**src/rtl/rgb_led_pkg.sv**
```systemverilog
// -----------------------------------------------------------------------------
// rgb_led_pkg
// Shared types and constants for the RGB LED fade driver.
//   state_t   : fade sequencer states (IDLE, FADE_OUT, SWAP, FADE_IN)
//   COLOR_*   : 3-bit colour codes, bit order {B,G,R}
// -----------------------------------------------------------------------------
package rgb_led_pkg;

    typedef enum logic [1:0] {
        ST_IDLE     = 2'd0,
        ST_FADE_OUT = 2'd1,
        ST_SWAP     = 2'd2,
        ST_FADE_IN  = 2'd3
    } state_t;

    localparam logic [2:0] COLOR_OFF = 3'b000;
    localparam logic [2:0] COLOR_R   = 3'b001;
    localparam logic [2:0] COLOR_G   = 3'b010;
    localparam logic [2:0] COLOR_B   = 3'b100;
    localparam logic [2:0] COLOR_W   = 3'b111;

endpackage

```
**src/rtl/rgb_pwm_timebase.sv**
```systemverilog
// -----------------------------------------------------------------------------
// rgb_pwm_timebase
// Free-running PWM counter plus a period counter that produces the fade
// step tick.
//   clk         : system clock
//   rst         : asynchronous active-high reset
//   i_hold      : hold the period counter at 0 (sequencer in IDLE or SWAP)
//   o_cnt       : PWM counter, 0 .. 2^PWM_W-1, wraps
//   o_wrap      : high in the cycle where o_cnt is at its maximum
//   o_step_tick : wrap that completes STEP_PERIODS PWM periods
// -----------------------------------------------------------------------------
module rgb_pwm_timebase #(
    parameter int PWM_W        = 8,
    parameter int STEP_PERIODS = 4
) (
    input  logic             clk,
    input  logic             rst,
    input  logic             i_hold,
    output logic [PWM_W-1:0] o_cnt,
    output logic             o_wrap,
    output logic             o_step_tick
);

    // One bit minimum so STEP_PERIODS=1 still yields a legal vector.
    localparam int              PER_W    = (STEP_PERIODS > 1) ? $clog2(STEP_PERIODS) : 1;
    localparam logic [PER_W-1:0] PER_LAST = PER_W'(STEP_PERIODS - 1);

    logic [PWM_W-1:0] r_cnt;
    logic [PER_W-1:0] r_per_cnt;

    assign o_cnt       = r_cnt;
    assign o_wrap      = (r_cnt == {PWM_W{1'b1}});
    assign o_step_tick = o_wrap && (r_per_cnt == PER_LAST);

    always_ff @(posedge clk or posedge rst) begin
        if (rst) begin
            r_cnt     <= '0;
            r_per_cnt <= '0;
        end else begin
            r_cnt <= r_cnt + 1'b1;
            if (i_hold) begin
                r_per_cnt <= '0;
            end else if (o_wrap) begin
                r_per_cnt <= (r_per_cnt == PER_LAST) ? '0 : r_per_cnt + 1'b1;
            end
        end
    end

endmodule

```
**src/rtl/rgb_led_fade_driver.sv**
```systemverilog
// -----------------------------------------------------------------------------
// rgb_led_fade_driver
// Drives two RGB LEDs with PWM brightness; every colour/level change runs as
// fade-out -> colour swap -> fade-in so the LEDs never jump colour abruptly.
// Optional feature macro: RGB_BLINK_EN (adds blink_in / BLINK_PERIODS; while
// idle with blink_in=1 the outputs are blanked every other blink phase).
//   clk        : system clock
//   rst        : asynchronous active-high reset
//   load       : request colour/level change, taken only while ready=1
//   color_4_in : new colour for LED 4 ({B,G,R})
//   color_5_in : new colour for LED 5 ({B,G,R})
//   level_in   : target brightness
//   blink_in   : blink enable (RGB_BLINK_EN only)
//   ready      : high while idle
//   led_out_4  : registered PWM-gated RGB pins, LED 4
//   led_out_5  : registered PWM-gated RGB pins, LED 5
// -----------------------------------------------------------------------------
module rgb_led_fade_driver
    import rgb_led_pkg::*;
#(
    parameter int PWM_W         = 8,
    parameter int STEP_PERIODS  = 4,
`ifdef RGB_BLINK_EN
    parameter int BLINK_PERIODS = 64,
`endif
    parameter int FADE_STEP     = 16
) (
    input  logic             clk,
    input  logic             rst,
    input  logic             load,
    input  logic [2:0]       color_4_in,
    input  logic [2:0]       color_5_in,
    input  logic [PWM_W-1:0] level_in,
`ifdef RGB_BLINK_EN
    input  logic             blink_in,
`endif
    output logic             ready,
    output logic [2:0]       led_out_4,
    output logic [2:0]       led_out_5
);

    localparam logic [PWM_W:0] STEP_X = (PWM_W+1)'(FADE_STEP);

    state_t           r_state;
    logic [PWM_W-1:0] r_bright;
    logic [PWM_W-1:0] r_target;
    logic [2:0]       r_col_4;
    logic [2:0]       r_col_5;
    logic [2:0]       r_pend_4;
    logic [2:0]       r_pend_5;

    logic [PWM_W-1:0] w_cnt;
    logic             w_wrap;
    logic             w_step_tick;
    logic             w_step;
    logic             w_on;
    logic             w_blank;
    logic [PWM_W:0]   w_sum;
    logic [PWM_W:0]   w_diff;
    logic [PWM_W-1:0] w_dn;
    logic [PWM_W-1:0] w_up;

    rgb_pwm_timebase #(
        .PWM_W        (PWM_W),
        .STEP_PERIODS (STEP_PERIODS)
    ) u_tb (
        .clk         (clk),
        .rst         (rst),
        .i_hold      ((r_state == ST_IDLE) || (r_state == ST_SWAP)),
        .o_cnt       (w_cnt),
        .o_wrap      (w_wrap),
        .o_step_tick (w_step_tick)
    );

    // The step tick is always a wrap; the AND keeps "brightness only moves
    // at a period boundary" visible at the point of use.
    assign w_step = w_wrap & w_step_tick;
    assign w_on   = (w_cnt < r_bright);

    // Saturating fade arithmetic in PWM_W+1 bits.
    assign w_diff = {1'b0, r_bright} - STEP_X;
    assign w_dn   = ({1'b0, r_bright} > STEP_X) ? w_diff[PWM_W-1:0] : '0;
    assign w_sum  = {1'b0, r_bright} + STEP_X;
    assign w_up   = (w_sum > {1'b0, r_target}) ? r_target : w_sum[PWM_W-1:0];

`ifdef RGB_BLINK_EN
    localparam int               BL_W    = (BLINK_PERIODS > 1) ? $clog2(BLINK_PERIODS) : 1;
    localparam logic [BL_W-1:0]  BL_LAST = BL_W'(BLINK_PERIODS - 1);

    logic [BL_W-1:0] r_blink_cnt;
    logic            r_blink_phase;

    // Phase 0 = visible, phase 1 = blanked; restarts whenever blink drops.
    always_ff @(posedge clk or posedge rst) begin
        if (rst) begin
            r_blink_cnt   <= '0;
            r_blink_phase <= 1'b0;
        end else if (!blink_in) begin
            r_blink_cnt   <= '0;
            r_blink_phase <= 1'b0;
        end else if (w_wrap) begin
            if (r_blink_cnt == BL_LAST) begin
                r_blink_cnt   <= '0;
                r_blink_phase <= ~r_blink_phase;
            end else begin
                r_blink_cnt <= r_blink_cnt + 1'b1;
            end
        end
    end

    assign w_blank = blink_in & r_blink_phase & (r_state == ST_IDLE);
`else
    assign w_blank = 1'b0;
`endif

    always_ff @(posedge clk or posedge rst) begin
        if (rst) begin
            r_state   <= ST_IDLE;
            r_bright  <= '0;
            r_target  <= '0;
            r_col_4   <= '0;
            r_col_5   <= '0;
            r_pend_4  <= '0;
            r_pend_5  <= '0;
            ready     <= 1'b1;
            led_out_4 <= '0;
            led_out_5 <= '0;
        end else begin
            led_out_4 <= w_blank ? 3'b000 : (r_col_4 & {3{w_on}});
            led_out_5 <= w_blank ? 3'b000 : (r_col_5 & {3{w_on}});

            case (r_state)
                ST_IDLE: begin
                    if (load) begin
                        r_pend_4 <= color_4_in;
                        r_pend_5 <= color_5_in;
                        r_target <= level_in;
                        r_state  <= ST_FADE_OUT;
                        ready    <= 1'b0;
                    end
                end
                ST_FADE_OUT: begin
                    if (r_bright == '0) begin
                        r_state <= ST_SWAP;
                    end else if (w_step) begin
                        r_bright <= w_dn;
                    end
                end
                ST_SWAP: begin
                    // Brightness is 0 here, so the colour change is invisible.
                    r_col_4 <= r_pend_4;
                    r_col_5 <= r_pend_5;
                    r_state <= ST_FADE_IN;
                end
                ST_FADE_IN: begin
                    if (r_bright == r_target) begin
                        r_state <= ST_IDLE;
                        ready   <= 1'b1;
                    end else if (w_step) begin
                        r_bright <= w_up;
                    end
                end
                default: begin
                    r_state <= ST_IDLE;
                    ready   <= 1'b1;
                end
            endcase
        end
    end

endmodule
```
**config.mk**
```make
export PLATFORM = sky130hd
export DESIGN_NAME = rgb_led_fade_driver
export DESIGN_NICKNAME = d
export VERILOG_FILES = /design/src/rtl/rgb_led_pkg.sv /design/src/rtl/rgb_pwm_timebase.sv /design/src/rtl/rgb_led_fade_driver.sv
export SDC_FILE = /design/constraint.sdc
export NUM_CORES = 1
export LEC_CHECK = 0
export BUFFER_PORTS_ARGS = -buffer_cell sky130_fd_sc_hd__buf_2
export CAP_MARGIN = 20
export CORE_MARGIN = 3
export CORE_UTILIZATION = 53
export CTS_BUF_LIST = sky130_fd_sc_hd__clkbuf_16
export DETAILED_ROUTE_END_ITERATION = 12
export PLACE_DENSITY = 0.75
export SETUP_SLACK_MARGIN = 0.5
export SYNTH_ARGS = -nofsm -noshare
export SYNTH_HDL_FRONTEND = slang
export SYNTH_SLANG_ARGS = --single-unit
```
**constraint.sdc**
```tcl
create_clock -name clk -period 2.4 [get_ports clk]
set_input_delay 0.48 -clock clk [delete_from_list [all_inputs] [get_ports clk]]
set_output_delay 0.48 -clock clk [all_outputs]
set_load 0.005 [all_outputs]
```
Yosys cells after proc, flatten, opt, wreduce, memory -nomap -nowiden
Cells that the tools add are included.
{ "totals": {"input_bits": 17, "elab_cells": 63, "reg_bits": 47} }
{ "classes": {"mux": 17, "bitwise_logic": 3, "eq_ne": 13, "n_reduce_logical": 11, "magnitude_cmp": 3, "n_addsub": 4} }
{ "ops": {"columns": ["operator", "count"], "rows": [
  ["$mux 8", 6],
  ["$pmux 8 s2", 1],
  ["$ne 2x2->1 const B", 7],
  ["$mux 2", 6],
  ["$add 8x5->9 const B", 1],
  ["$gt 9x8->1", 1],
  ["$add 8x1->8 const B", 1],
  ["$eq 8x8->1", 1],
  ["$eq 8x8->1 const B", 1],
  ["$gt 8x5->1 const B", 1],
  ["$logic_not 8->1", 1],
  ["$lt 8x8->1", 1],
  ["$pmux 2 s4", 1],
  ["$sub 8x5->8 const B", 1],
  ["$and 3x3->3", 2],
  ["$eq 2x2->1 const B", 3],
  ["$reduce_and 3->1", 2],
  ["$reduce_bool 2->1", 3],
  ["$reduce_and 5->1", 1],
  ["$add 2x1->2 const B", 1],
  ["$eq 2x1->1 const B", 1],
  ["$logic_not 2->1", 1],
  ["$mux 1", 2],
  ["$pmux 1 s2", 1],
  ["4 further kinds", 4]
]} }

Logic depth before layout (Yosys ltp)
Gate-level depths: netlist (run 1).
{ "logic_depth": {"depth_word": 6, "depth_mapped": 10} }

Cells and area by module
From an unflattened synthesis (run 1), not the netlist that was laid out.
{ "hier_totals": {"hier_cells": 244, "area_unflattened_um2": 2623.8} }
{ "modules_own_cells": {"columns": ["module", "area_per_inst_um2", "instances", "cells_each"], "rows": [
  ["rgb_led_fade_driver", 2163.3, 1, 207],
  ["rgb_pwm_timebase", 460.4, 1, 37]
]} }

Worst setup path after synthesis (run 1)
Ideal clock, no wire load.
{ "synth_timing": {"kind": "reg-to-reg", "from": "register r_bright[4]", "to": "register r_bright[0]", "period_less_slack_ps": 2548, "setup_slack_ps": -148, "path_buffers": 0, "stages_incl_launch_ff": 10, "arrival_time_ps": 2427, "path_cell_list": "dfrtp_1 -> ha_1 -> xor2_1 -> ha_1 -> and3_1 -> nand2_1 -> a21oi_1 -> nor2_1 -> or4_4 -> a22o_1"} }
{ "synth_via": {"elab_chain_len": 6, "word_cells_on_any_way": 15} }
{ "synth_rtl": {"columns": ["element", "line_no", "text"], "rows": [
  ["start: declaration", "rgb_led_fade_driver.sv:45", "logic [PWM_W-1:0] r_bright;"],
  ["start signal: assignment", "rgb_led_fade_driver.sv:146", "r_bright <= w_dn;"],
  ["start signal: assignment", "rgb_led_fade_driver.sv:160", "r_bright <= w_up;"],
  ["$add 8x5->9", "rgb_led_fade_driver.sv:83", "assign w_sum = {1'b0, r_bright} + STEP_X;"],
  ["$gt 9x8->1", "rgb_led_fade_driver.sv:84", "assign w_up = (w_sum > {1'b0, r_target}) ? r_target : w_sum[PWM_W-1:0];"],
  ["$mux 8", "rgb_led_fade_driver.sv:84", null],
  ["$mux 8", "rgb_led_fade_driver.sv:159", "end else if (w_step) begin"],
  ["$mux 8", "rgb_led_fade_driver.sv:156", "if (r_bright == r_target) begin"],
  ["$pmux 8 s2", "rgb_led_fade_driver.sv:132", "case (r_state)"]
]} }
Several ways; a longest one is shown, not always the timed one. The select of a mux whose other input is x is not followed.
A chain may end at the register's enable or synchronous reset.

Worst setup path after layout (run 1)
{ "layout_timing": {"from": "register r_bright[5]", "to": "register r_bright[3]"} }
Same word-level chain as after synthesis.

==> impl_summary.log, run 1 <==
[metrics] result of the run: finished, final reports clean
[metrics] drt wl/cell: approximately 16 µm
[metrics] met3 Usage GRT: approximately 4.3%
[metrics] detailed router's first-iteration violation count: 87
[metrics] startpoint type of the worst setup path: flop
[metrics] sequential fraction of design power: roughly two fifths
[metrics] DP Worst Slack: -0.0210 ns
[metrics] ANT nets after route: 0
[metrics] power share of the clock group: around a quarter
[metrics] number of cells on the worst reg-to-reg path: 8
[metrics] leading cell types in the layout, fill and taps excluded: dfrtp_1, buf_4, buf_2, ha_1
[metrics] number of iterations in the first detailed-routing pass: 4
[metrics] shortest clock period the worst path allows after layout: ~2.4 ns
[metrics] leakage dissipation: approximately 1.5 nW
[metrics] final setup violating endpoints: 0
[metrics] startpoint-to-endpoint class of the critical path: flop to flop
[metrics] cell internal pwr: between 1.5 and 2 mW
[metrics] area of the die: about 5800 µm²
[metrics] wire length of the first global-routing pass: ~9.5 mm
[metrics] total number of yosys warnings: 0
[metrics] hold slack final: approximately 0.22 ns
[metrics] relative max-transition margin: just over 70%
[metrics] unrepaired setup endpoints after global routing: true
[metrics] number of antenna violations at the first check in global routing: 0
[metrics] Pins Over Slew Limit: 0
[metrics] Final Non-Filler Cells: roughly 350
[metrics] RePlAce Congestion: between 1 and 1.5
[metrics] part of the Yosys area used for sequential elements: between 40% and 50%
[metrics] total number of placement rows: 24
[metrics] number of sinks driven by the clock tree: between 40 and 50
[metrics] Max Clock Freq: around 420 MHz
[metrics] remaining global-route overflow: 0
[metrics] post-DP HPWL: ~4 mm
[metrics] post-DR vias/cell: 5.54
[metrics] worst ir drop on vdd: a little under 0.0007 V
[metrics] total clock buffers created by CTS: 5
[metrics] horizontal extent of the die: roughly 76 µm
[metrics] post-layout total power: between 2 and 3 mW
[metrics] Worst Path Max Fanout: 5
[metrics] depth of the CTS H-tree: 2
[metrics] Total Routing Usage GR: around a fifth
[metrics] Min-Delay Path Class: input port to asynchronous set/reset pin
[metrics] arrival time reported for the critical path endpoint: around 2.6 ns
[metrics] post-synth design cell area: approximately 2600 µm²
[metrics] Placed Instances: around 340
[metrics] via count of the first global-routing pass: between 2000 and 2500
[metrics] slew of the pin with the lowest slew margin: 0.415 ns
[metrics] max-cap viol count: 0
[metrics] met1 GRT Util: ~25%
[metrics] net switching component of the power: just under 900 µW
[metrics] smallest setup slack after layout: between 0.01 and 0.015 ns
[metrics] most common cell after layout, fill and taps aside: dfrtp_1
[metrics] Layout Utilization: a little under three quarters
[metrics] core area: ~4500 µm²
[metrics] kind of end point of the critical path: flop
[metrics] synthesized area per cell: roughly 11 µm²
[metrics] number of synthesized flops with an enable pin: 0
[metrics] #FFs+latches synth: 47
[metrics] residual DRC count: 0
[metrics] Reg2Reg Launch Point: r_bright[5]
[metrics] root buffer cell: clkbuf_16
[metrics] Final nets: 329
[metrics] Mapped Nets: 278
[metrics] CTS tree: built
[metrics] count of buffers inserted at the top-level ports: 23
[metrics] post-synthesis async set-or-reset flop share: 100%
[metrics] proportion of layout cells with a drive suffix above 1: roughly 39%
[metrics] met2 usage in global routing: a little over a third
[metrics] global routing's busiest layer: met2
[metrics] setup clock skew after layout: 0.00314 ns
[metrics] vias after detailed routing: around 2000
[metrics] combinational fraction of design power: 34.2%
[metrics] clock insertion delay at the later pin of the skew report: around 0.29 ns
[metrics] Detailed Route WL: between 5 and 6 mm
[metrics] Area growth, synth to finish: 25.5%
[metrics] Top Ports: 24
[metrics] post-synthesis cell count: about 240
[metrics] endpoint required time on the critical path: about 2.6 ns
[metrics] count of distinct cell types in the synthesized netlist: 46
[metrics] clock slew at the register clock pins of the worst setup and hold paths: ~0.070 ns
[metrics] power density of the placed cells: 843 nW/µm²
[metrics] flop-to-flop setup slack: between 0.01 and 0.015 ns
[metrics] clock tree buffer depth: 2
[metrics] Filler Cell Count: 320
[metrics] ys flop type: dfrtp_1
[metrics] vertical die dimension: between 70 and 80 µm
[metrics] Final Hold Fails: 0
[metrics] initial cell density of the core: between 50% and 60%
[metrics] switching power as a share of total power: 32.5%
[metrics] total inserted antenna cells: 0
[metrics] capture point of the worst reg-to-reg path: r_bright[3]
[metrics] period utilization: between 90% and 100%
[metrics] largest net degree at the start of global routing: 48
## area by class of cell
class                           instances  area, µm²  area share (%)
Multi-Input combinational cell        161       1440            44.1
Tap cell                               65       81.3            2.50
Timing Repair Buffer                   49        327            10.0
Clock inverter                          3       20.0           0.614
Sequential cell                        47       1180            36.2
Clock buffer                            5        125            3.84
Inverter                               23       88.8            2.73
## cell usage after synthesis, types with 2 or more instances
| cell type | n | area (µm²) |
|---|---|---|
| o211ai_1 | 4 | 30.0 |
| xnor2_1 | 4 | 35.0 |
| and2_1 | 6 | 37.5 |
| inv_1 | 23 | 86.3 |
| ha_1 | 25 | 313 |
| nand4_1 | 4 | 25.0 |
| a21oi_1 | 11 | 55.1 |
| or2_2 | 4 | 25.0 |
| nand3_1 | 8 | 40.0 |
| xor2_1 | 7 | 61.3 |
| a21o_1 | 3 | 22.5 |
| o21ai_0 | 3 | 15.0 |
| nor2_1 | 10 | 37.5 |
| and3_1 | 3 | 18.8 |
| a22o_1 | 4 | 35.0 |
| o31ai_1 | 2 | 15.0 |
| nor3_1 | 3 | 15.0 |
| or4_4 | 2 | 22.5 |
| mux2i_1 | 3 | 30.0 |
| a31oi_1 | 3 | 18.8 |
| buf_2 | 3 | 15.0 |
| dfrtp_1 | 46 | 1150 |
| nand2_1 | 10 | 37.5 |
| mux2_2 | 20 | 225 |
| nor3_2 | 3 | 30.0 |
| or3_1 | 2 | 12.5 |
## stage by stage
stage	TNS, ns	cell area [µm²]
after floorplan	0	2640
final	0	3260
after global routing	-0.304	3260
after detailed placement	-0.0710	2960
after CTS	0	3160
after global placement	0	2960
## flip-flops by register name (all words and copies together) (netlist names)
| name | cells |
|---|---|
| led_out_4 | 3 |
| led_out_5 | 3 |
| r_bright | 8 |
| r_col_4 | 3 |
| r_col_5 | 3 |
| r_pend_4 | 3 |
| r_pend_5 | 3 |
| r_state | 2 |
| r_target | 8 |
| ready | 1 |
| u_tb.o_cnt | 8 |
| u_tb.r_per_cnt | 2 |
## worst max-delay path by stage
stage	from	end	cells past startpoint
after floorplan	r_bright[5]	r_bright[1]	9
after global placement	r_bright[5]	r_bright[3]	9
after detailed placement	r_bright[5]	r_bright[3]	9
after CTS	r_bright[4]	r_bright[3]	9
after global routing	r_bright[5]	r_bright[3]	9
final	r_bright[5]	r_bright[3]	8
## what timing repair did
item                                    4_1_cts  5_1_grt
pin swaps                                     1        5
gates resized for setup                       6       12
hold buffers                                  0        0
endpoints found under the setup margin       16       17
setup buffers                                 3        5
cloned                                        0        0
## metal layers
| metal | wire [µm] | vias to the layer above |
|---|---|---|
| met2 | 2850 | 46 |
| met5 | 0 | - |
| met3 | 255 | 7 |
| li1 | - | 940 |
| met4 | 95 | 0 |
| met1 | 2470 | 963 |
## power by group through the flow
| stage | Combinational (mW) | Clock (mW) | Sequential [mW] |
|---|---|---|---|
| 6_report | 0.939 | 0.689 | 1.12 |
| 5_1_grt | 1.04 | 0.731 | 1.15 |
| 4_1_cts | 0.834 | 0.704 | 1.12 |
| 3_5_place_dp | 0.811 | 0 | 1.13 |
| 3_3_place_gp | 0.786 | 0 | 1.12 |
| 2_1_floorplan | 0.620 | 0 | 1.09 |
## critical path, stage by stage, from the launching register on
cell,delay (ns)
dfrtp_2,0.44
nand3_1,0.12
xnor2_1,0.21
ha_1,0.29
and3_4,0.18
nand3_1,0.14
a21oi_1,0.11
or4_4,0.57
a22o_1,0.22
## cells by family after synthesis
logic type | synth area share (%)
compound gates | 10.9
simple gates | 13.5
buf+inv | 4.19
xor+xnor | 3.71
fa+ha+maj | 12.0
flops | 45.3
mux | 10.3
Note: power is estimated with default switching activity, not from simulation.
==> inputs of run 2 (changes only) <==
--- a/config.mk
+++ b/config.mk
@@ -5,13 +5,15 @@
 export SDC_FILE = /design/constraint.sdc
 export NUM_CORES = 1
 export LEC_CHECK = 0
+export ABC_AREA = 1
+export ABC_CLOCK_PERIOD_IN_PS = 2400
 export BUFFER_PORTS_ARGS = -buffer_cell sky130_fd_sc_hd__buf_2
 export CAP_MARGIN = 20
 export CORE_MARGIN = 3
-export CORE_UTILIZATION = 53
+export CORE_UTILIZATION = 54
 export CTS_BUF_LIST = sky130_fd_sc_hd__clkbuf_16
 export DETAILED_ROUTE_END_ITERATION = 12
-export PLACE_DENSITY = 0.75
+export PLACE_DENSITY = 0.76
 export SETUP_SLACK_MARGIN = 0.5
 export SYNTH_ARGS = -nofsm -noshare
 export SYNTH_HDL_FRONTEND = slang
==> run 2 against run 1 <==
Power increased by 0.28%. Wire length increased by 0.14%. Worst setup slack improved by 0.36 ns. Critical path type unchanged. Largest power group unchanged.
==> impl_summary.log, run 2 <==
[metrics] result of the run: finished, final reports clean
[metrics] Final nets: ~390
[metrics] part of the Yosys area used for sequential elements: 42.7%
[metrics] max incr delay on CP: between 0.4 and 0.5 ns
[metrics] number of antenna violations at the first check in global routing: 0
[metrics] number of buffers inserted for hold repair after clock tree synthesis: 0
[metrics] hold slack final: around 0.34 ns
[metrics] endpoint required time on the critical path: 2.58 ns
[metrics] unrepaired setup endpoints after global routing: true
[metrics] total inserted antenna cells: 0
[metrics] Reg2Reg Launch Point: r_bright[4]
[metrics] Filler Cell Count: approximately 370
[metrics] vias after detailed routing: roughly 2100
[metrics] final setup violating endpoints: 0
[metrics] biggest area consumer among synthesized cells: dfrtp_1
[metrics] area of the die: ~6000 µm²
[metrics] capture point of the worst reg-to-reg path: r_bright[0]
[metrics] post-DR vias/cell: between 5 and 6
[metrics] total clock buffers created by CTS: 5
[metrics] Final Hold Fails: 0
[metrics] clock slew at the register clock pins of the worst setup and hold paths: 0.07 ns
[metrics] power density of the placed cells: approximately 810 nW/µm²
[metrics] number of synthesized flops with an enable pin: 0
[metrics] leakage dissipation: approximately 1.7 nW
[metrics] depth of the CTS H-tree: 2
[metrics] period utilization: 84.3%
[metrics] Worst Path Max Fanout: 6
[metrics] post-synthesis cell count: 303
[metrics] startpoint-to-endpoint class of the critical path: flop to flop
[metrics] clock tree buffer depth: 2
[metrics] via count of the first global-routing pass: around 2200
[metrics] clock insertion delay at the later pin of the skew report: between 0.2 and 0.3 ns
[metrics] shortest clock period the worst path allows after layout: 2.02 ns
[metrics] startpoint type of the worst setup path: flop
[metrics] vertical die dimension: between 70 and 80 µm
[metrics] ys flop type: dfrtp_1
[metrics] setup clock skew after layout: between 0.004 and 0.005 ns
[metrics] count of buffers inserted at the top-level ports: 23
[metrics] worst ir drop on vdd: between 0.0005 and 0.0006 V
[metrics] Total Routing Usage GR: about 20%
[metrics] post-synth design cell area: roughly 2800 µm²
[metrics] detailed router's first-iteration violation count: between 100 and 150
[metrics] root buffer cell: clkbuf_16
[metrics] Min-Delay Path Class: input port to asynchronous set/reset pin
[metrics] synthesized area per cell: ~9 µm²
[metrics] Detailed Route WL: between 5 and 6 mm
[metrics] remaining global-route overflow: 0
[metrics] Top Ports: 24
[metrics] Mapped Nets: between 300 and 400
[metrics] top-area cell type share of the netlist area: between 40% and 50%
[metrics] number of iterations in the first detailed-routing pass: 4
[metrics] core area: between 4000 and 5000 µm²
[metrics] total number of yosys warnings: 0
[metrics] critical path launch point: r_bright[4]
[metrics] residual DRC count: 0
[metrics] Pins Over Slew Limit: 0
[metrics] slew of the pin with the lowest slew margin: slightly below 0.6 ns
[metrics] Placed Instances: a little under 400
[metrics] CTS tree: built
[metrics] wire length of the first global-routing pass: 9.75 mm
[metrics] number of sinks driven by the clock tree: 47
[metrics] Area growth, synth to finish: 22.8%
[metrics] ANT nets after route: 0
[metrics] flop-to-flop setup slack: approximately 0.38 ns
[metrics] initial cell density of the core: 57.2%
[metrics] capture point of the worst path: r_bright[0]
[metrics] post-DP HPWL: between 3 and 4 mm
[metrics] most common cell after layout, fill and taps aside: nand2_1
[metrics] drt wl/cell: ~14 µm
[metrics] relative max-transition margin: 60.6%
[metrics] Final Non-Filler Cells: approximately 400
[metrics] Critical-path top delay cell: dfrtp_2
[metrics] kind of end point of the critical path: flop
[metrics] dominant cells by area after synthesis: dfrtp_1, ha_1, nand2_1
[metrics] horizontal extent of the die: between 70 and 80 µm
[metrics] RePlAce Congestion: 0.888
[metrics] critical path, cell by cell: ha_4 > xor2_4 > ha_4 > nand3_4 > nor2_8 > nand3_4 > nand3_4 > nand3_2 > nand2_1 > nand2_2 > nand2_1 > nand2_1
[metrics] max-cap viol count: 0
[metrics] leading cell types in the layout, fill and taps excluded: nand2_1, dfrtp_1, inv_1, nor2_1, buf_2
[metrics] Max Clock Freq: roughly 500 MHz
[metrics] #FFs+latches synth: between 40 and 50
[metrics] count of distinct cell types in the synthesized netlist: 35
[metrics] Layout Utilization: 70.3%
[metrics] number of cells on the worst reg-to-reg path: 12
[metrics] list of most frequent post-synthesis cells: nand2_1, dfrtp_1, inv_1, nor2_1, ha_1
[metrics] total number of placement rows: 25
[metrics] largest net degree at the start of global routing: 48
[metrics] post-synthesis async set-or-reset flop share: 100%
[metrics] setup TNS: 0 ns
[metrics] count leader, synth: nand2_1
[metrics] arrival time reported for the critical path endpoint: approximately 2.2 ns
[metrics] proportion of layout cells with a drive suffix above 1: between 30 and 40%
[run 2: worst min-delay path by stage]
stage | startpoint | end | slack, ns | depth (start not counted)
global route | rst | u_tb.o_cnt[1] | 0.39 | 3
floorplan | u_tb.o_cnt[0] | u_tb.o_cnt[0] | 0.44 | 1
CTS | rst | u_tb.o_cnt[7] | 0.37 | 3
global placement | r_pend_5[0] | r_col_5[0] | 0.46 | 2
detailed placement | r_pend_4[0] | r_col_4[0] | 0.47 | 2
finish | rst | u_tb.o_cnt[1] | 0.34 | 3
[run 2: metal layers]
metal	vias up	global-route usage (%)	share of wire [%]
met5	-	0	0
met4	0	6.76	1.9
met3	10	3.36	3.1
met2	42	35.0	51
met1	1022	25.7	44
li1	1052	-	-
[run 2: cell families (layout without fill, tap and decap cells)]
| kind of cell | count (synthesis) | in the layout | synth area share [%] |
|---|---|---|---|
| mux | 7 | 7 | 2.86 |
| xor+xnor | 11 | 11 | 3.77 |
| simple gates | 126 | 126 | 24.1 |
| compound gates | 36 | 36 | 7.21 |
| buf+inv | 51 | 93 | 7.99 |
| fa+ha+maj | 25 | 25 | 11.3 |
| flops | 47 | 47 | 42.7 |
[run 2: report_power, final]
group | leakage [nW] | internal [mW] | total [mW] | switching, mW
clock | 0.0818 | 0.492 | 0.790 | 0.299
combinational | 1.05 | 0.355 | 0.883 | 0.528
sequential | 0.583 | 0.984 | 1.08 | 0.0964
[run 2: through the flow]
stage / area, µm² / power [mW] / setup WS [ns]
after CTS: 3260 / 2.69 / 0.387
after global placement: 2970 / 1.82 / 0.391
final: 3390 / 2.75 / 0.377
after global routing: 3390 / 2.94 / 0.250
after detailed placement: 2970 / 1.85 / 0.324
after floorplan: 2780 / 1.67 / 0.485
[run 2: layout make-up]
class,count,area (µm²),share of cell area (%)
tap,67,83.8,2.48
clock buffer,5,125,3.70
clock inverter,3,42.5,1.26
inverter,45,179,5.28
sequential,47,1180,34.9
timing repair buffer,40,243,7.17
multi-input combinational,205,1530,45.2
[run 2: timing repair]
item | 4_1_cts | 5_1_grt
gates resized for setup | 11 | 16
endpoints found under the setup margin | 8 | 16
pin swaps | 2 | 7
setup buffers | 7 | 6
[run 2: critical path: cells and delay by family (launching register included)]
kind,cells,cell delay (ns)
xor gates and xnor gates,1,0.16
DFF,1,0.47
adders and majority gates,2,0.49
and+or+nand+nor,9,0.79
